**config.mk**
```make
export PLATFORM = sky130hd
export DESIGN_NAME = haraka_mix_pipe
export DESIGN_NICKNAME = d
export VERILOG_FILES = /design/src/rtl/haraka_pkg.sv /design/src/rtl/haraka_mix_perm.sv /design/src/rtl/haraka_mix_pipe.sv
export SDC_FILE = /design/constraint.sdc
export NUM_CORES = 1
export LEC_CHECK = 0
export ABC_AREA = 1
export CORE_AREA = 5 5 397 399
export CTS_CLUSTER_DIAMETER = 50
export DETAILED_ROUTE_END_ITERATION = 10
export DIE_AREA = 0 0 402 404
export PLACE_DENSITY = 0.48
export SLEW_MARGIN = 15
export SYNTH_ARGS = -nofsm -noshare
export SYNTH_HDL_FRONTEND = slang
export SYNTH_HIERARCHICAL = 1
export SYNTH_SLANG_ARGS = --single-unit
```
**constraint.sdc**
```tcl
create_clock -name clk -period 3.3 [get_ports clk]
set_clock_uncertainty 0.05 [all_clocks]
set_input_delay 0.66 -clock clk [delete_from_list [all_inputs] [get_ports clk]]
set_output_delay 0.66 -clock clk [all_outputs]
set_load 0.01 [all_outputs]
```
**src/rtl/haraka_pkg.sv**
```systemverilog
// Shared constants, types and word-permutation tables for the Haraka MIX datapath.
package haraka_pkg;

  localparam int WORD_W         = 32;
  localparam int STATE512_WORDS = 16;
  localparam int STATE256_WORDS = 8;
  localparam int STATE_W        = STATE512_WORDS * WORD_W;

  typedef logic [WORD_W-1:0] word_t;

  typedef enum logic {
    MIX256 = 1'b0,
    MIX512 = 1'b1
  } mix_mode_e;

  // Forward tables: output word j takes input word P[j].
  localparam logic [3:0] MIX512_P [STATE512_WORDS] = '{
    4'd3, 4'd11, 4'd7, 4'd15, 4'd8, 4'd0, 4'd12, 4'd4,
    4'd9, 4'd1,  4'd13, 4'd5, 4'd2, 4'd10, 4'd6, 4'd14
  };

  localparam logic [3:0] MIX256_P [STATE256_WORDS] = '{
    4'd0, 4'd4, 4'd1, 4'd5, 4'd2, 4'd6, 4'd3, 4'd7
  };

endpackage

```
**src/rtl/haraka_mix_perm.sv**
```systemverilog
// Combinational Mix256/Mix512 word shuffle, forward or inverse.
module haraka_mix_perm
  import haraka_pkg::*;
(
  input  logic [STATE_W-1:0] data,
  input  mix_mode_e          mode,
  input  logic               inv,
  output logic [STATE_W-1:0] result
);

  // Word routing; Mix256 leaves words 8..15 at zero through the default.
  always_comb begin
    result = '0;
    if (mode == MIX512) begin
      for (int j = 0; j < STATE512_WORDS; j++) begin
        if (inv) begin
          result[WORD_W*int'(MIX512_P[j]) +: WORD_W] = data[WORD_W*j +: WORD_W];
        end else begin
          result[WORD_W*j +: WORD_W] = data[WORD_W*int'(MIX512_P[j]) +: WORD_W];
        end
      end
    end else begin
      for (int j = 0; j < STATE256_WORDS; j++) begin
        if (inv) begin
          result[WORD_W*int'(MIX256_P[j]) +: WORD_W] = data[WORD_W*j +: WORD_W];
        end else begin
          result[WORD_W*j +: WORD_W] = data[WORD_W*int'(MIX256_P[j]) +: WORD_W];
        end
      end
    end
  end

endmodule

```
**src/rtl/haraka_mix_pipe.sv**
```systemverilog
// Elastic STAGES-deep pipeline around the Haraka MIX permutation with a sideband tag.
// Optional performance counters are enabled by defining HARAKA_MIX_PERF_EN.
module haraka_mix_pipe
  import haraka_pkg::*;
#(
  parameter int STAGES = 1,
  parameter int TAG_W  = 4
) (
  input  logic               clk,
  input  logic               rst_n,
  input  logic               in_valid,
  output logic               in_ready,
  input  logic [STATE_W-1:0] in_data,
  input  logic               in_mode,
  input  logic               in_inv,
  input  logic [TAG_W-1:0]   in_tag,
  output logic               out_valid,
  input  logic               out_ready,
  output logic [STATE_W-1:0] out_data,
  output logic [TAG_W-1:0]   out_tag
`ifdef HARAKA_MIX_PERF_EN
  ,
  output logic [31:0]        perf_xfers,
  output logic [31:0]        perf_stalls
`endif
);

  logic [STATE_W-1:0] perm_s;
  logic [STAGES-1:0]  v_r;
  logic [STAGES-1:0]  adv_s;
  logic [STAGES-1:0]  src_v_s;
  logic [STATE_W-1:0] d_r     [STAGES];
  logic [STATE_W-1:0] src_d_s [STAGES];
  logic [TAG_W-1:0]   t_r     [STAGES];
  logic [TAG_W-1:0]   src_t_s [STAGES];

  haraka_mix_perm u_perm (
    .data   (in_data),
    .mode   (mix_mode_e'(in_mode)),
    .inv    (in_inv),
    .result (perm_s)
  );

  // Ready chain from the output back to stage 0; a stage loads when empty or draining.
  always_comb begin
    logic acc_s;
    acc_s = out_ready;
    for (int s = STAGES - 1; s >= 0; s--) begin
      acc_s    = !v_r[s] || acc_s;
      adv_s[s] = acc_s;
    end
  end

  // Source of each slice: the permuted input for stage 0, the previous slice otherwise.
  always_comb begin
    src_v_s[0] = in_valid;
    src_d_s[0] = perm_s;
    src_t_s[0] = in_tag;
    for (int s = 1; s < STAGES; s++) begin
      src_v_s[s] = v_r[s-1];
      src_d_s[s] = d_r[s-1];
      src_t_s[s] = t_r[s-1];
    end
  end

  // Elastic register slices; payload only moves with a valid beat.
  always_ff @(posedge clk or negedge rst_n) begin
    if (!rst_n) begin
      for (int s = 0; s < STAGES; s++) begin
        v_r[s] <= 1'b0;
        d_r[s] <= '0;
        t_r[s] <= '0;
      end
    end else begin
      for (int s = 0; s < STAGES; s++) begin
        if (adv_s[s]) begin
          v_r[s] <= src_v_s[s];
          if (src_v_s[s]) begin
            d_r[s] <= src_d_s[s];
            t_r[s] <= src_t_s[s];
          end
        end
      end
    end
  end

  assign in_ready  = adv_s[0];
  assign out_valid = v_r[STAGES-1];
  assign out_data  = d_r[STAGES-1];
  assign out_tag   = t_r[STAGES-1];

`ifdef HARAKA_MIX_PERF_EN
  logic [31:0] xfers_r;
  logic [31:0] stalls_r;

  // Output transfer and backpressure-stall counters, wrapping naturally.
  always_ff @(posedge clk or negedge rst_n) begin
    if (!rst_n) begin
      xfers_r  <= 32'd0;
      stalls_r <= 32'd0;
    end else begin
      if (out_valid && out_ready) begin
        xfers_r <= xfers_r + 32'd1;
      end
      if (out_valid && !out_ready) begin
        stalls_r <= stalls_r + 32'd1;
      end
    end
  end

  assign perf_xfers  = xfers_r;
  assign perf_stalls = stalls_r;
`endif

endmodule

```
**Yosys cells after proc, flatten, opt, wreduce, memory -nomap -nowiden**

Cells that the tools add are included.

- Muxes and demuxes: 20
- Reductions and logical operators: 3

Operators by type and width:

| operator | number |
|---|---|
| $mux 32 | 18 |
| $mux 256 | 2 |
| $reduce_and 2->1 | 1 |
| $logic_not 1->1 | 1 |
| $logic_or 1x1->1 | 1 |

- Register bits after elaboration: 517
- Output and inout bits: 518
- Logic and storage cells: 26

**Logic depth before layout (Yosys ltp)**

- Depth after elaboration: 3
- Gate-level depth with buffers: 10

**Modules after synthesis**

The synthesis kept the hierarchy.

By module, submodules not included:

| module | times used | cells each | area an instance (sq um) |
|---|---|---|---|
| haraka_mix_pipe | 1 | 2,241 | 20,276.9 |
| haraka_mix_perm | 1 | 2,682 | 11,066.9 |

**Worst setup path after synthesis**

No wires, ideal clock.

- Path type: input to output
- Start point: input out_ready
- End point: output in_ready
- Data arrival time: 1,134 ps
- Data required time: 2,590 ps
- Setup slack: 1,456 ps
- Stages: 4
- Buffers on the path: 2
- Cell sequence: inv_1 -> nand2_2 -> buf_2 -> buf_2

- Word-level cells in the longest chain between the ends: 1

RTL lines:

| item | RTL line | source |
|---|---|---|
| from (decl) | haraka_mix_pipe.sv:18 | `input logic out_ready,` |
| $logic_or 1x1->1 | haraka_mix_pipe.sv:49 | `acc_s = !v_r[s] \|\| acc_s;` |
| to (decl) | haraka_mix_pipe.sv:12 | `output logic in_ready,` |

Every way passes these cells.

**Worst setup path in the final report**

- Start point: register d_r (netlist bit out_data[123])
- End point: output out_data[123]

RTL lines:

| item | RTL line | source |
|---|---|---|
| from (decl) | haraka_mix_pipe.sv:32 | `logic [STATE_W-1:0] d_r [STAGES];` |
| from (signal, indexed assignment) | haraka_mix_pipe.sv:79 | `d_r[s] <= src_d_s[s];` |
| to (decl) | haraka_mix_pipe.sv:19 | `output logic [STATE_W-1:0] out_data,` |

No word-level cell between the ends.

==> key figures <==
Power
  – Standby leakage power: 0.0252 uW
  – Cell Pwr Density: 561 nW/um2
  – Worst VDD drop: 0.379 mV

Logic synthesis
  – Synth area leaders: sky130_fd_sc_hd__dfrtp_1 (41%), sky130_fd_sc_hd__nand2_1 (31%), sky130_fd_sc_hd__nand3_1 (13%), sky130_fd_sc_hd__inv_1 (5.4%), sky130_fd_sc_hd__buf_2 (3.9%)
  – Sequential-to-total area share from yosys stat: 41.3%
  – Dominant combinational cell family by area after synthesis: simple AND/OR/NAND/NOR gates
  – Simple-Gate Fraction of Synth Area: 44.2%
  – Compound-Gate Fraction of Synth Area: 3.07%
  – XOR/XNOR share of the synthesized area: 0%
  – Number of synthesized flops with an enable pin: 0
  – #FFs+latches synth: 517
  – Share of synthesized area spent on multiplexers: 0%
  – Post-synthesis cell area: 31300 um2
  – Most used flip-flop cell after synthesis: sky130_fd_sc_hd__dfrtp_1
  – Most frequent cell after synthesis: sky130_fd_sc_hd__nand2_1
  – Top cells by count, synth: sky130_fd_sc_hd__nand2_1 (2569), sky130_fd_sc_hd__nand3_1 (836), sky130_fd_sc_hd__dfrtp_1 (517)
  – Cell taking the most area after synthesis: sky130_fd_sc_hd__dfrtp_1
  – Post-Syn Instances: 4923
  – Total number of yosys warnings: 6
  – Net count after synthesis: 5445
  – Proportion of register bits with asynchronous set or reset after synthesis: 100%
  – Synthesized area per cell: 6.37 um2
  – Arithmetic-cell share of the synthesized area counting full adders, half adders and majority gates: 0%
  – Netlist cell types: 15
  – Post-synth top area share: 41.3%

Global routing
  – GR met1 Demand/Resource: 36.1%
  – Number of global-route vias before repair: 36700
  – Met3 routing resource usage after global routing: 9.80%
  – Antenna violations before repair: 117
  – Global Route Usage Sum: 30.2%
  – Maximum number of pins on one net before global-route repair: 139
  – Gr busiest metal: met2
  – GRT Residual Overflow: 0
  – Wire length of the first global-routing pass: 335000 um
  – Met2 usage in global routing: 49.7%

Floorplan
  – Die Footprint: 162000 um2
  – Area of the placeable core: 154000 um2
  – Vertical die dimension: 404 um
  – Top-Level Pins: 1040
  – Die extent in x: 402 um
  – Number of rows created at floorplan: 144
  – Starting utilization of the core area: 20.4%

Finish
  – Number of filler instances in the final layout: 17016
  – Synthesis-to-finish area growth: 52.6%
  – Share of the core filled with cells: 31.2%
  – Non-Filler Instances: 8012
  – Number of nets at the end of the flow: 6347
  – Fraction of final layout cells sized beyond drive strength 1: 5.22%

Clock tree
  – Number of buffers created by CTS: 106
  – Root Buffer: sky130_fd_sc_hd__clkbuf_16
  – Clock sinks: 517
  – Later-pin clock latency in the skew report: 720 ps
  – TritonCTS clock tree: done
  – Worst-case clock buffer depth: 3
  – Number of H-tree levels: 3
  – Clock-pin slew reported for the worst setup and hold paths after clock tree synthesis: 50 ps

Critical path
  – Capture point of the worst reg-to-reg path: out_data[157]
  – Slowest-stage cell, CP: sky130_fd_sc_hd__clkdlybuf4s50_1
  – Buffers and inverters on the worst path: 1
  – Worst r2r path cells: 5
  – Family with the most delay on the worst path: buffers and inverters
  – CP max FO: 2
  – Category of the critical setup timing path: flop to output port
  – Delay of the slowest critical-path stage: 880 ps
  – Sequence of cells on the critical path: clkdlybuf4s50_1
  – Required time of the critical path: 2590 ps
  – Kind of launch point of the worst setup path: flop
  – R2R Path Start: out_valid
  – Flop-to-flop setup slack: 1390 ps
  – Element type at the critical path end: output port
  – Arrival @ worst endpoint: 1990 ps

Worst hold path
  – Class of the tightest hold or removal check: input port to flop
  – Hold Crit Endpoint: out_data[483]
  – Hold Path Stages: 3
  – Hold Startpoint: in_valid

STA
  – Setup TNS: 0 ps
  – Setup slack after layout: 596 ps
  – Final setup violation count: 0
  – Final Hold Viols: 0
  – Pin slew with the least headroom to its limit: 926 ps
  – Slew Limit Fails: 0
  – Upper clock frequency limit: 370 MHz
  – RSZ-0062 raised after global routing: false
  – Worst slew margin relative to its limit: 38.3%
  – Final Cycle Share: 81.9%
  – Clock period minus worst slack: 2700 ps

Routing
  – Total DRC errors in the routed layout: 0
  – WL/cell: 32.1 um
  – Vias per cell: 4.79
  – Antenna Violating Nets Remaining: 0
  – Iteration-0 DRC Markers: 4343
  – Routed wire length: 257000 um
  – Initial DRT Pass Iterations: 7
  – Detailed-route via count: 38344

Placement
  – Instance count after placement with tap cells included: 7760
  – Estimated wirelength of the detail-placed design: 209000 um
  – Worst setup slack before clock tree synthesis: 609 ps
  – Port Buffer Count: 1039
  – Final weighted congestion in routability-driven placement: 0.967

Outcome
  – Outcome: completed

Run
  – Count of max-cap constraint violations: 0
[registers in the layout (all words and copies together), names as in the netlist]
| register | flops |
|---|---|
| out_data | 512 |
| out_valid | 1 |
| out_tag | 4 |
[cells by family after synthesis]
kind of cell           count (synthesis)
AND/OR/NAND/NOR                     3407
AO/OA/AOI/OAI                        192
buffers and inverters                807
flip-flops                           517
[repair_timing]
action	4_1_cts	5_1_grt
setup buffers	0	0
endpoints found under the setup margin	0	0
endpoints found under the hold margin	38	0
hold buffers	1	0
gates resized for setup	0	0
[layout by cell type (no fill, tap or decap), drive strengths merged]
| cell | n |
|---|---|
| nand2 | 2571 |
| clkdlybuf4s50 | 1035 |
| nand3 | 836 |
| dfrtp | 517 |
| inv | 463 |
| a21oi | 192 |
| clkbuf | 129 |
| buf | 114 |
| diode | 51 |
| clkinv | 26 |
| clkinvlp | 17 |
| bufinv | 16 |
| dlygate4sd3 | 1 |
[layer usage]
| layer | vias up | routed length [um] |
|---|---|---|
| met5 | - | 584 |
| met4 | 90 | 12800 |
| met3 | 429 | 24000 |
| met2 | 1891 | 120000 |
| met1 | 18833 | 100000 |
| li1 | 17101 | - |
[stage by stage]
| stage | total power (uW) | instance area [um2] | hold slack [ps] |
|---|---|---|---|
| after detailed placement | 15200 | 43900 | 407 |
| after floorplan | 10400 | 31300 | 314 |
| final | 26800 | 47800 | 360 |
| after global placement | 15200 | 43900 | 405 |
| after CTS | 27100 | 47700 | 285 |
| after global routing | 27800 | 47700 | 338 |
[how the worst max path moves through the flow]
stage                  start       endpoint  slack [ps]  cells past startpoint
6_report       out_data[123]  out_data[123]         600                      1
5_1_grt        out_data[127]  out_data[127]         510                      1
4_1_cts        out_data[127]  out_data[127]         480                      1
3_5_place_dp          in_inv  out_data[475]         610                      7
3_3_place_gp       out_ready       in_ready         600                      4
2_1_floorplan      out_ready       in_ready        1460                      4
[power breakdown]
part / leakage, uW / switching (uW) / total (uW) / internal [uW]
logic: 0.0167 / 4370 / 7320 / 2950
clock network: 0.00182 / 4230 / 11700 / 7500
registers: 0.00660 / 573 / 7790 / 7220
total: 0.0252 / 9180 / 26800 / 17700
[layout make-up]
class / instances / area [um2] / share of cell area [%]
multi-input combinational: 3599 / 14800 / 31.0
sequential: 517 / 12900 / 27.0
timing repair buffer: 1150 / 11900 / 24.8
clock buffer: 129 / 2880 / 6.02
tap: 2044 / 2560 / 5.35
inverter: 451 / 1720 / 3.59
clock inverter: 71 / 936 / 1.96
antenna: 51 / 128 / 0.267
(Power assumes the default switching activity.)
